--- src/rtl/clk_div_prog_if.sv ---
// Control and output bundle for clk_div_prog. The testbench drives it through the master modport.
// The o_tick member exists only when CLKDIV_TICK_EN is defined.
interface clk_div_prog_if #(
    parameter int RATIO_WIDTH = 8
);
    logic                   i_clk_en;
    logic [RATIO_WIDTH-1:0] i_div_ratio;
    logic                   o_div_clk;
    logic [RATIO_WIDTH-1:0] o_ratio_active;
`ifdef CLKDIV_TICK_EN
    logic                   o_tick;
`endif

    modport master (
        output i_clk_en,
        output i_div_ratio,
        input  o_div_clk,
        input  o_ratio_active
`ifdef CLKDIV_TICK_EN
       ,input  o_tick
`endif
    );

    modport slave (
        input  i_clk_en,
        input  i_div_ratio,
        output o_div_clk,
        output o_ratio_active
`ifdef CLKDIV_TICK_EN
       ,output o_tick
`endif
    );
endinterface

--- src/rtl/clk_div_prog.sv ---
// Programmable clock divider with IDLE/BYPASS/DIVIDE states; ratio changes apply only at period boundaries.
// Optional feature macro: CLKDIV_TICK_EN adds the registered o_tick period-start strobe.
module clk_div_prog #(
    parameter int RATIO_WIDTH = 8
) (
    input  logic               i_clk,
    input  logic               i_rst,
    clk_div_prog_if.slave      bus
);
    typedef enum logic [1:0] {
        ST_IDLE   = 2'd0,
        ST_BYPASS = 2'd1,
        ST_DIVIDE = 2'd2
    } state_t;

    state_t                 r_state;
    logic [RATIO_WIDTH-1:0] r_count;
    logic [RATIO_WIDTH-1:0] r_ratio;
    logic                   r_div;

    logic [RATIO_WIDTH-1:0] w_ratio_in;
    logic [RATIO_WIDTH-1:0] w_count_inc;
    logic [RATIO_WIDTH-1:0] w_half;
    logic                   w_new_divides;
    logic                   w_last;

    assign w_ratio_in    = bus.i_div_ratio;
    assign w_new_divides = (w_ratio_in > RATIO_WIDTH'(1));
    // The counter never exceeds r_ratio-1, so the increment cannot wrap even at the maximum ratio.
    assign w_count_inc   = r_count + RATIO_WIDTH'(1);
    assign w_half        = r_ratio >> 1;
    assign w_last        = (r_count == r_ratio - RATIO_WIDTH'(1));

    // NOTE: all state uses non-blocking assignments so every register samples pre-edge values.
    always_ff @(posedge i_clk) begin
        if (i_rst) begin
            r_state <= ST_IDLE;
            r_count <= '0;
            r_ratio <= '0;
            r_div   <= 1'b0;
        end else if (!bus.i_clk_en) begin
            r_state <= ST_IDLE;
            r_count <= '0;
            r_div   <= 1'b0;
        end else begin
            case (r_state)
                ST_IDLE: begin
                    r_ratio <= w_ratio_in;
                    r_count <= '0;
                    if (w_new_divides) begin
                        r_state <= ST_DIVIDE;
                        r_div   <= 1'b1;
                    end else begin
                        r_state <= ST_BYPASS;
                        r_div   <= 1'b0;
                    end
                end
                ST_BYPASS: begin
                    r_count <= '0;
                    if (w_new_divides) begin
                        r_state <= ST_DIVIDE;
                        r_ratio <= w_ratio_in;
                        r_div   <= 1'b1;
                    end else begin
                        r_div   <= 1'b0;
                    end
                end
                ST_DIVIDE: begin
                    if (w_last) begin
                        r_count <= '0;
                        r_ratio <= w_ratio_in;
                        if (w_new_divides) begin
                            r_div   <= 1'b1;
                        end else begin
                            r_state <= ST_BYPASS;
                            r_div   <= 1'b0;
                        end
                    end else begin
                        r_count <= w_count_inc;
                        r_div   <= (w_count_inc < w_half);
                    end
                end
                default: begin
                    r_state <= ST_IDLE;
                    r_count <= '0;
                    r_div   <= 1'b0;
                end
            endcase
        end
    end

    // Bypass passes the input clock straight through; every other state shows the registered phase.
    assign bus.o_div_clk      = (r_state == ST_BYPASS) ? i_clk : r_div;
    assign bus.o_ratio_active = r_ratio;

`ifdef CLKDIV_TICK_EN
    // Any enabled edge outside DIVIDE lands in BYPASS or starts a period; inside DIVIDE only the boundary does.
    logic r_tick;

    always_ff @(posedge i_clk) begin
        if (i_rst) begin
            r_tick <= 1'b0;
        end else begin
            r_tick <= bus.i_clk_en && ((r_state != ST_DIVIDE) || w_last);
        end
    end

    assign bus.o_tick = r_tick;
`endif
endmodule
--- src/flat_wrapper.sv ---
// flat-port wrapper written by rule: the top's interface ports become plain ports
module clk_div_prog_flat 
#(
    parameter int RATIO_WIDTH = 8
)
  (i_clk, i_rst, bus_i_clk_en, bus_i_div_ratio, bus_o_div_clk, bus_o_ratio_active);
  clk_div_prog_if #(.RATIO_WIDTH(RATIO_WIDTH)) bus_i ();
  input  logic i_clk;
  input  logic i_rst;
  input wire logic [$bits(bus_i.i_clk_en)-1:0] bus_i_clk_en;
  input wire logic [$bits(bus_i.i_div_ratio)-1:0] bus_i_div_ratio;
  output wire logic [$bits(bus_i.o_div_clk)-1:0] bus_o_div_clk;
  output wire logic [$bits(bus_i.o_ratio_active)-1:0] bus_o_ratio_active;
  assign bus_i.i_clk_en = bus_i_clk_en;
  assign bus_i.i_div_ratio = bus_i_div_ratio;
  assign bus_o_div_clk = bus_i.o_div_clk;
  assign bus_o_ratio_active = bus_i.o_ratio_active;
  clk_div_prog #(.RATIO_WIDTH(RATIO_WIDTH)) u_core (.i_clk(i_clk), .i_rst(i_rst), .bus(bus_i));
endmodule
--- config.mk ---
export PLATFORM = sky130hd
export DESIGN_NAME = clk_div_prog_flat
export DESIGN_NICKNAME = d
export VERILOG_FILES = /design/src/rtl/clk_div_prog_if.sv /design/src/rtl/clk_div_prog.sv /design/src/flat_wrapper.sv
export SDC_FILE = /design/constraint.sdc
export NUM_CORES = 1
export LEC_CHECK = 0
export ABC_AREA = 1
export BUFFER_PORTS_ARGS = -buffer_cell sky130_fd_sc_hd__buf_2
export CAP_MARGIN = 20
export CORE_AREA = 2 2 49 60
export CTS_BUF_LIST = sky130_fd_sc_hd__clkbuf_4 sky130_fd_sc_hd__clkbuf_8 sky130_fd_sc_hd__clkbuf_16
export DETAILED_ROUTE_END_ITERATION = 8
export DIE_AREA = 0 0 51 62
export GPL_ROUTABILITY_DRIVEN = 0
export PLACE_DENSITY = 0.74
export SYNTH_ARGS = -nofsm -noshare
export SYNTH_HDL_FRONTEND = slang
export SYNTH_SLANG_ARGS = --single-unit
--- constraint.sdc ---
create_clock -name i_clk -period 3.7 [get_ports i_clk]
set_input_delay 0.37 -clock i_clk [delete_from_list [all_inputs] [get_ports i_clk]]
set_output_delay 0.37 -clock i_clk [all_outputs]
set_load 0.05 [all_outputs]
==> qor.yml <==
outcome: "complete, no violations"
drive_above_1_share: 0.153
vias: 1258
hold_viol_final: 0
fin_util: 0.568
track_usage: 0.198
p_per_area_nw_per_um2: 334
finalClockSkew_ns: 0.00421
gr-total-overflow: 0
yosysUniqueCellTypes: 23
dieArea_um2: 3160
p_int_w: 0.000323
rows: 21
multiInputGateArea_um2: 796
cts_resized: 0
power_frac_comb: 0.275
crit_type: "clk -> out"
rsz0062_at_grt: "false"
slew_headroom: 0.755
place.port_buffers: 19
hpwl_mm: 2.15
drcViolationCount: 0
avgRoutedWirePerCell_um: 9.90
dieHeight_um: 62
setup_tns_ns: 0
clk_path_buf_depth: 2
first_global_vias: 1158
final_cell_mix: "50 x nand2_1, 39 x inv_1, 34 x nor2_1"
fp.dieW_um: 51
post-cts-setup-buffers: 0
final_common_cell: "nand2_1"
syn_area_um2: 1350
ctsHoldBuffers: 0
crit_required_ns: 3.33
initial_utilization: 0.510
yosysSeqAreaShare: 0.281
power_frac_clock: 0.276
grt_first_pass_wirelength_mm: 4.71
syn_area_per_cell_um2: 6.33
vdd_ir_drop_max_v: 0.000188
crit_fanout: 11
sw_frac_of_total: 0.359
numCtsBuffers: 3
grt_max_degree: 17
maxCapViolations: 0
yosysTopAreaCell: "dfxtp_1"
path_clk_slew_ns: 0.12
worst_setup_path_end_kind: "primary output"
yosys-top-cells-area: "dfxtp_1 28%, nand2_1 14%, inv_1 11%, nor2_1 9.4%, nand3_1 8.5%"
final_max_slew_viol_count: 0
cp-start-kind: "clock port"
antenna_found_initial: 0
p_leak_nw: 0.818
clock_latency_ns: 0.31
io_pins: 20
netlist_instances: 214
dr.pass1.iters: 4
layout.area.seq_um2: 380
critPathArrivalTime_ns: 2.49
diodes: 0
viasPerCell: 4.66
final.fill_count: 270
tightest_slew_ns: 0.366
ys_warn_count: 0
finalNetCount: 256
drt_iter0_drc: 18
yosys_register_bits: 19
area_growth_pct: 11.4
antenna_left: 0
synth_top_area_frac: 0.281
wirelength_mm: 2.67
core_um2: 2650
setup_viol: 0
cts_max_level: 1
p_seq_frac: 0.449
cts_tree: "done"
syn-num-nets: 233
ctsRootBufferMaster: "clkbuf_4"
p_sw_w: 0.000181
hold_class: "in -> reg"
## critical path: stages
cell and delay, ns:
clkbuf_4 0.12, clkbuf_4 0.18, inv_1 0.06, a31oi_1 0.07
buf_2 0.21
## cell type report
cell class	count	share of cell area
multi-input cells	153	0.528
flip-flops and latches	19	0.252
inverters	39	0.0971
repair buffers	19	0.0647
well taps	34	0.0282
clock buffers	5	0.0274
clock inverters	1	0.00249
## synth_stat cells
master and instances:
nand2_1 50, a21oi_1 11, nor2_2 2, nor2_4 1, buf_12 1, dfxtp_1 19
nand2_4 2, nor3_1 1, ha_1 8, o21a_1 1, a31oi_1 1, inv_2 1
xor2_1 6, xnor2_1 2, nand4_1 2, nand3_1 23, a21oi_2 4, nor2_1 34
o21ai_0 2, clkbuf_4 1, o21ai_1 1, inv_1 39, nand2_2 2
## stage by stage
stage / setup slack, ns / area (µm²) / total power, W / hold WS (ns) / std cells
6_report: 0.839 / 1510 / 0.000503 / 0.351 / 270
5_1_grt: 0.755 / 1510 / 0.000541 / 0.366 / 270
4_1_cts: 0.834 / 1510 / 0.000508 / 0.350 / 270
3_5_place_dp: 1.17 / 1470 / 0.000377 / 0.496 / 266
3_3_place_gp: 1.17 / 1470 / 0.000374 / 0.489 / 266
2_1_floorplan: 1.07 / 1350 / 0.000349 / 0.451 / 214
## power groups by stage
| stage | combinational, W | sequential (W) | clock [W] |
|---|---|---|---|
| after floorplan | 0.0000905 | 0.000252 | 0.00000667 |
| after global placement | 0.000137 | 0.000230 | 0.00000721 |
| after detailed placement | 0.000139 | 0.000231 | 0.00000721 |
| after CTS | 0.000139 | 0.000226 | 0.000142 |
| after global routing | 0.000158 | 0.000228 | 0.000155 |
| final | 0.000138 | 0.000226 | 0.000139 |
## path summary, 6_finish.rpt
kind | start | end | slack (ns) | cells past startpoint
worst max-delay path | i_clk | bus_o_div_clk | 0.84 | 5
worst min-delay path | i_rst | u_core.r_div | 0.35 | 4
worst max register to register | u_core.bus.o_ratio_active[0] | u_core.r_count[7] | 1.75 | 11
worst min register to register | u_core.r_count[0] | u_core.r_count[0] | 0.52 | 1
## registers in the layout, indices dropped and copies added (netlist names)
register and count:
u_core.bus.o_ratio_active 8, u_core.r_count 8, u_core.r_div 1, u_core.r_state 2
## layer usage
metal  global-route usage  part of all wire  vias up
li1                     -                 -      708
met1                0.241              0.48      526
met2                0.349              0.48       19
met3               0.0287             0.025        5
met4               0.0927             0.021        0
met5                    0                 0        -
## kinds of logic after synthesis
group	count (synthesis)	share of synthesized area
xor gates and xnor gates	8	0.0518
DFF	19	0.281
and+or+nand+nor	117	0.374
buffers and inverters	42	0.131
AOI/OAI and AO/OA	20	0.0878
adders and majority gates	8	0.0739
Power figures use the tool's default switching activity.
